[config.mk]
export PLATFORM = sky130hd
export DESIGN_NAME = serial_rx
export DESIGN_NICKNAME = d
export VERILOG_FILES = /design/src/rtl/serial_rx_pkg.sv /design/src/rtl/sync2.sv /design/src/rtl/serial_rx.sv
export SDC_FILE = /design/constraint.sdc
export NUM_CORES = 1
export LEC_CHECK = 0
export CELL_PAD_IN_SITES_DETAIL_PLACEMENT = 1
export CELL_PAD_IN_SITES_GLOBAL_PLACEMENT = 1
export CORE_MARGIN = 2
export CORE_UTILIZATION = 44
export DETAILED_ROUTE_END_ITERATION = 10
export MAX_ROUTING_LAYER = met4
export PLACE_DENSITY_LB_ADDON = 0.1
export SLEW_MARGIN = 20
export SYNTH_ARGS = -nofsm -noshare
export SYNTH_HDL_FRONTEND = slang
export SYNTH_SLANG_ARGS = --single-unit
[constraint.sdc]
create_clock -name Clk -period 2.9 [get_ports Clk]
set_input_delay 0.58 -clock Clk [delete_from_list [all_inputs] [get_ports Clk]]
set_output_delay 0.58 -clock Clk [all_outputs]
set_load 0.01 [all_outputs]
[src/rtl/serial_rx_pkg.sv]
// Shared types and helpers for the serial frame receiver.
package serial_rx_pkg;

  typedef enum logic [2:0] {
    ST_IDLE      = 3'd0,
    ST_START     = 3'd1,
    ST_DATA      = 3'd2,
    ST_STOP      = 3'd3,
    ST_WAIT_HIGH = 3'd4
  } state_t;

  // Half-bit count used to land the start-bit sample mid-bit.
  function automatic int half_bit(input int clks_per_bit);
    return clks_per_bit / 2;
  endfunction

endpackage

[src/rtl/sync2.sv]
// Two-flop synchronizer for a single asynchronous input.
module sync2 #(
  parameter logic RST_VAL = 1'b1
) (
  input  logic i_clk,
  input  logic i_rst,
  input  logic i_d,
  output logic o_q
);

  logic r_meta;
  logic r_q;

  // Resolve metastability over two stages; reset to the line's idle level.
  always_ff @(posedge i_clk) begin
    if (i_rst) begin
      r_meta <= RST_VAL;
      r_q    <= RST_VAL;
    end else begin
      r_meta <= i_d;
      r_q    <= r_meta;
    end
  end

  assign o_q = r_q;

endmodule

[src/rtl/serial_rx.sv]
// MSB-first serial frame receiver: start detect, mid-bit sampling,
// stop check and a valid/ready parallel output.
module serial_rx
  import serial_rx_pkg::*;
#(
  parameter int SIZE         = 8,
  parameter int CLKS_PER_BIT = 16
) (
  input  logic            Clk,
  input  logic            Rst,
  input  logic            SerIn,
  input  logic            Ready,
  output logic [SIZE-1:0] DataOut,
  output logic            Valid,
  output logic            FrameErr,
  output logic            Overrun,
  output logic            Busy
);

  localparam int H  = half_bit(CLKS_PER_BIT);
  localparam int CW = $clog2(CLKS_PER_BIT);
  localparam int BW = $clog2(SIZE + 1);

  localparam logic [CW-1:0] CNT_HALF = CW'(H - 1);
  localparam logic [CW-1:0] CNT_FULL = CW'(CLKS_PER_BIT - 1);
  localparam logic [BW-1:0] BIT_LAST = BW'(SIZE - 1);

  state_t          r_state;
  state_t          w_next;
  logic [CW-1:0]   r_cnt;
  logic [BW-1:0]   r_bit;
  logic [SIZE-1:0] r_shreg;
  logic            w_rx;
  logic            w_cnt_clr;
  logic            w_bit_clr;
  logic            w_shift;
  logic            w_stop;

  sync2 #(.RST_VAL(1'b1)) u_sync (
    .i_clk (Clk),
    .i_rst (Rst),
    .i_d   (SerIn),
    .o_q   (w_rx)
  );

  // State register.
  always_ff @(posedge Clk) begin
    if (Rst) r_state <= ST_IDLE;
    else     r_state <= w_next;
  end

  // Next-state and sampling strobes; every sample point is a counter match.
  always_comb begin
    w_next    = r_state;
    w_cnt_clr = 1'b0;
    w_bit_clr = 1'b0;
    w_shift   = 1'b0;
    w_stop    = 1'b0;
    unique case (r_state)
      ST_IDLE: begin
        if (!w_rx) begin
          w_next    = ST_START;
          w_cnt_clr = 1'b1;
          w_bit_clr = 1'b1;
        end
      end
      ST_START: begin
        if (r_cnt == CNT_HALF) begin
          w_cnt_clr = 1'b1;
          // A start bit that is gone by mid-bit is line noise.
          w_next    = w_rx ? ST_IDLE : ST_DATA;
        end
      end
      ST_DATA: begin
        if (r_cnt == CNT_FULL) begin
          w_cnt_clr = 1'b1;
          w_shift   = 1'b1;
          if (r_bit == BIT_LAST) w_next = ST_STOP;
        end
      end
      ST_STOP: begin
        if (r_cnt == CNT_FULL) begin
          w_stop = 1'b1;
          // A low stop bit may be a break; wait for the line to recover.
          w_next = w_rx ? ST_IDLE : ST_WAIT_HIGH;
        end
      end
      ST_WAIT_HIGH: begin
        if (w_rx) w_next = ST_IDLE;
      end
      default: w_next = ST_IDLE;
    endcase
  end

  // Bit-timing counter, bit index and shift register.
  always_ff @(posedge Clk) begin
    if (Rst) begin
      r_cnt   <= '0;
      r_bit   <= '0;
      r_shreg <= '0;
    end else begin
      if (w_cnt_clr)
        r_cnt <= '0;
      else if (r_state == ST_START || r_state == ST_DATA || r_state == ST_STOP)
        r_cnt <= r_cnt + CW'(1);
      if (w_bit_clr)
        r_bit <= '0;
      else if (w_shift)
        r_bit <= r_bit + BW'(1);
      if (w_shift)
        r_shreg <= {r_shreg[SIZE-2:0], w_rx};
    end
  end

  // Output word, handshake and one-cycle status pulses.
  always_ff @(posedge Clk) begin
    if (Rst) begin
      DataOut  <= '0;
      Valid    <= 1'b0;
      FrameErr <= 1'b0;
      Overrun  <= 1'b0;
    end else begin
      FrameErr <= 1'b0;
      Overrun  <= 1'b0;
      if (Valid && Ready) Valid <= 1'b0;
      if (w_stop) begin
        if (w_rx) begin
          // Consumer freeing the slot this same cycle makes room for the new word.
          if (!Valid || Ready) begin
            DataOut <= r_shreg;
            Valid   <= 1'b1;
          end else begin
            Overrun <= 1'b1;
          end
        end else begin
          FrameErr <= 1'b1;
        end
      end
    end
  end

  assign Busy = (r_state != ST_IDLE);

endmodule

==> results.ini <==
[cts]
cts_hold_buf=0
cts_sinks=32
clk_pin_slew_ns=0.09
cts_max_level=2
cts_tree=done
cts_root_buf=clkbuf_4
insertion_delay_ns=0.33
ctsResizeCount=0
cts_buffer_depth=2
cts_buffers=5
post_cts_buffers=0

[drt]
wl_met2_microns=1284
ant_nets=0
drt_first_pass_iters=4
drtIter0Drc=19
routedWlPerCell_microns=13.89
drc=0
wl_met3_microns=94
routed_wl_microns=2653
vias=1028
vias_per_cell=5.382
dr.max_layer_used=met4
drt-met1-wl_microns=1230

[floorplan]
start_util_pct=45.00
io_pins=16
rows=20
die_w_microns=59.19
die_area_sq_um=3503
coreArea_sq_um=2978
die_height_microns=59.19

[worst_setup_path]
critPathRequiredTime_ns=2.32
worstPathMaxFanout=12
reg2reg_depth=5
start_kind=flop
cp-end-kind=output pin
crit_chain=or3_1 > clkdlybuf4s50_1
critPathSlowestCell=clkdlybuf4s50_1
worst_ep_arrival_time_ns=1.63
crit_type=flop to output pin
slowest_delay_ns=0.48
worst-r2r-setup-slack_ns=1.14
crit_path_start=r_state[0]$_SDFFE_PP0P_
timing.rr.start=r_cnt[0]$_SDFFE_PP0P_
r2r-end=r_shreg[6]$_SDFFE_PP0P_

[synth]
ys_warn_count=0
synth-edff-count=0
syn_area_per_cell_sq_um=9.371
synth_top_area_share_pct=47.81
synth_common_cells=dfxtp_1 (32), nor2_1 (27), mux2i_1 (16)
ys_types=30
syn_area_sq_um=1340
syn_inst=143
synth_seq_cells=32
syn_nets=149
synthArstFlopShare_pct=0
synthFlopType=dfxtp_1
synth_most_common_cell=dfxtp_1
synth_area_leader_cell=dfxtp_1
yosysSeqAreaShare_pct=47.81
synth.area.top_cells=dfxtp_1 (48%), mux2i_1 (12%), nor2_1 (7.6%)

[placement]
placed_cell_area_sq_um=1501
placedCellCount=184
dp_slack_ns=0.8708
place.gp.congestion=0.7847
portBuffers=15
dp_hpwl_microns=1927

[worst_hold_path]
worstHoldEndpoint=u_sync.o_q$_SDFF_PP1_
hp-start=u_sync.r_meta$_SDFF_PP1_
hold_depth=1
hold_path.class=flop to flop

[pwr]
p_leak_nw=0.5206
power.total_mw=0.7708
peakVddDrop_mv=0.3146
power.density_nw_per_um2=492.0

[sta]
holdWs_ns=0.4218
rsz0062_at_grt=false
period_needed_ns=2.210
max_freq_mhz=452.4
final.setup.tns_ns=0
slew_viol_final=0
setup_ws_ns=0.6897
setup_viol=0
fin_skew_ns=0.008597
maxSlewHeadroom_pct=64.66
hold_viol_final=0
max_slew.worst_pin.slew_ns=0.5257
fin_crit_sh_pct=76.22

[outcome]
outcome=completed

[finish]
final_nets=164
final_area_sq_um=1567
drive_gt1_share_pct=10.13
nFillCells=343
final_cells=191
syn2layout_area_growth_pct=16.90
postLayoutCoreUtil_pct=52.61
antennaDiodeCount=0

[global_routing]
grt_max_degree=18
overflow=0
track_usage_pct=18.71
grt_pass1_vias=1032
grt_pass1_wl_microns=4657
antenna_found_initial=0

[run]
drv_cap=0

[area by class of cell]
type,count,area (sq um),area share (%)
timing repair buffer,17,165.2,10.54
multi-input combinational,99,643.1,41.05
clock buffer,7,65.06,4.153
sequential,32,640.6,40.89
tap,33,41.29,2.636
inverter,3,11.26,0.7189
[worst max path at each step]
stage                         endpoint  slack [ns]  depth (start not counted)
3_3_place_gp   DataOut[0]$_SDFFE_PP0P_        0.95                          6
4_1_cts                           Busy        0.67                          2
6_report                          Busy        0.69                          2
5_1_grt                           Busy        0.59                          2
2_1_floorplan  DataOut[0]$_SDFFE_PP0P_        1.39                          6
3_5_place_dp   DataOut[7]$_SDFFE_PP0P_        0.87                          6
[logic make-up after synthesis]
family,share of synthesized area [%]
DFF,47.81
AOI/OAI and AO/OA,6.349
muxes,11.95
adders and majority gates,1.867
xor gates and xnor gates,4.575
and+or+nand+nor,23.25
buffers and inverters,4.201
[placed cells by master, fill, tap and decap left out, drive strengths merged, types with 2 or more instances in the layout]
cell / instances
a21oi: 8
mux2i: 16
nor2: 28
xnor2: 5
ha: 2
o31ai: 2
xor2: 2
o21ai: 2
nand4b: 2
nand3: 3
dfxtp: 32
nor3: 7
buf: 2
or2: 3
inv: 3
nand3b: 2
nand2: 5
clkdlybuf4s50: 15
nor4: 3
nand2b: 2
clkbuf: 7
[critical path: cells and delay by family (launching register included)]
kind	cells	cell delay, ns
flops	1	0.44
simple gates	1	0.39
buf+inv	1	0.48
[per-layer routing]
layer / track usage, % / up-vias
met5: - / -
met3: 6.769 / 6
met4: 7.468 / 0
li1: - / 517
met1: 21.77 / 492
met2: 29.20 / 13
[sequential cells by signal, indices dropped and copies added (netlist names)]
register and flops:
r_shreg 8, r_state 3, FrameErr 1, u_sync.o_q 1
Valid 1, Overrun 1, DataOut 8, r_bit 4
u_sync.r_meta 1, r_cnt 4
[power by group]
group	internal (mW)	total (mW)	switching [mW]
Combinational	0.0183	0.0373	0.0190
Clock	0.137	0.281	0.144
Sequential	0.444	0.452	0.00831
No activity file was read; power rests on OpenSTA's default activity.
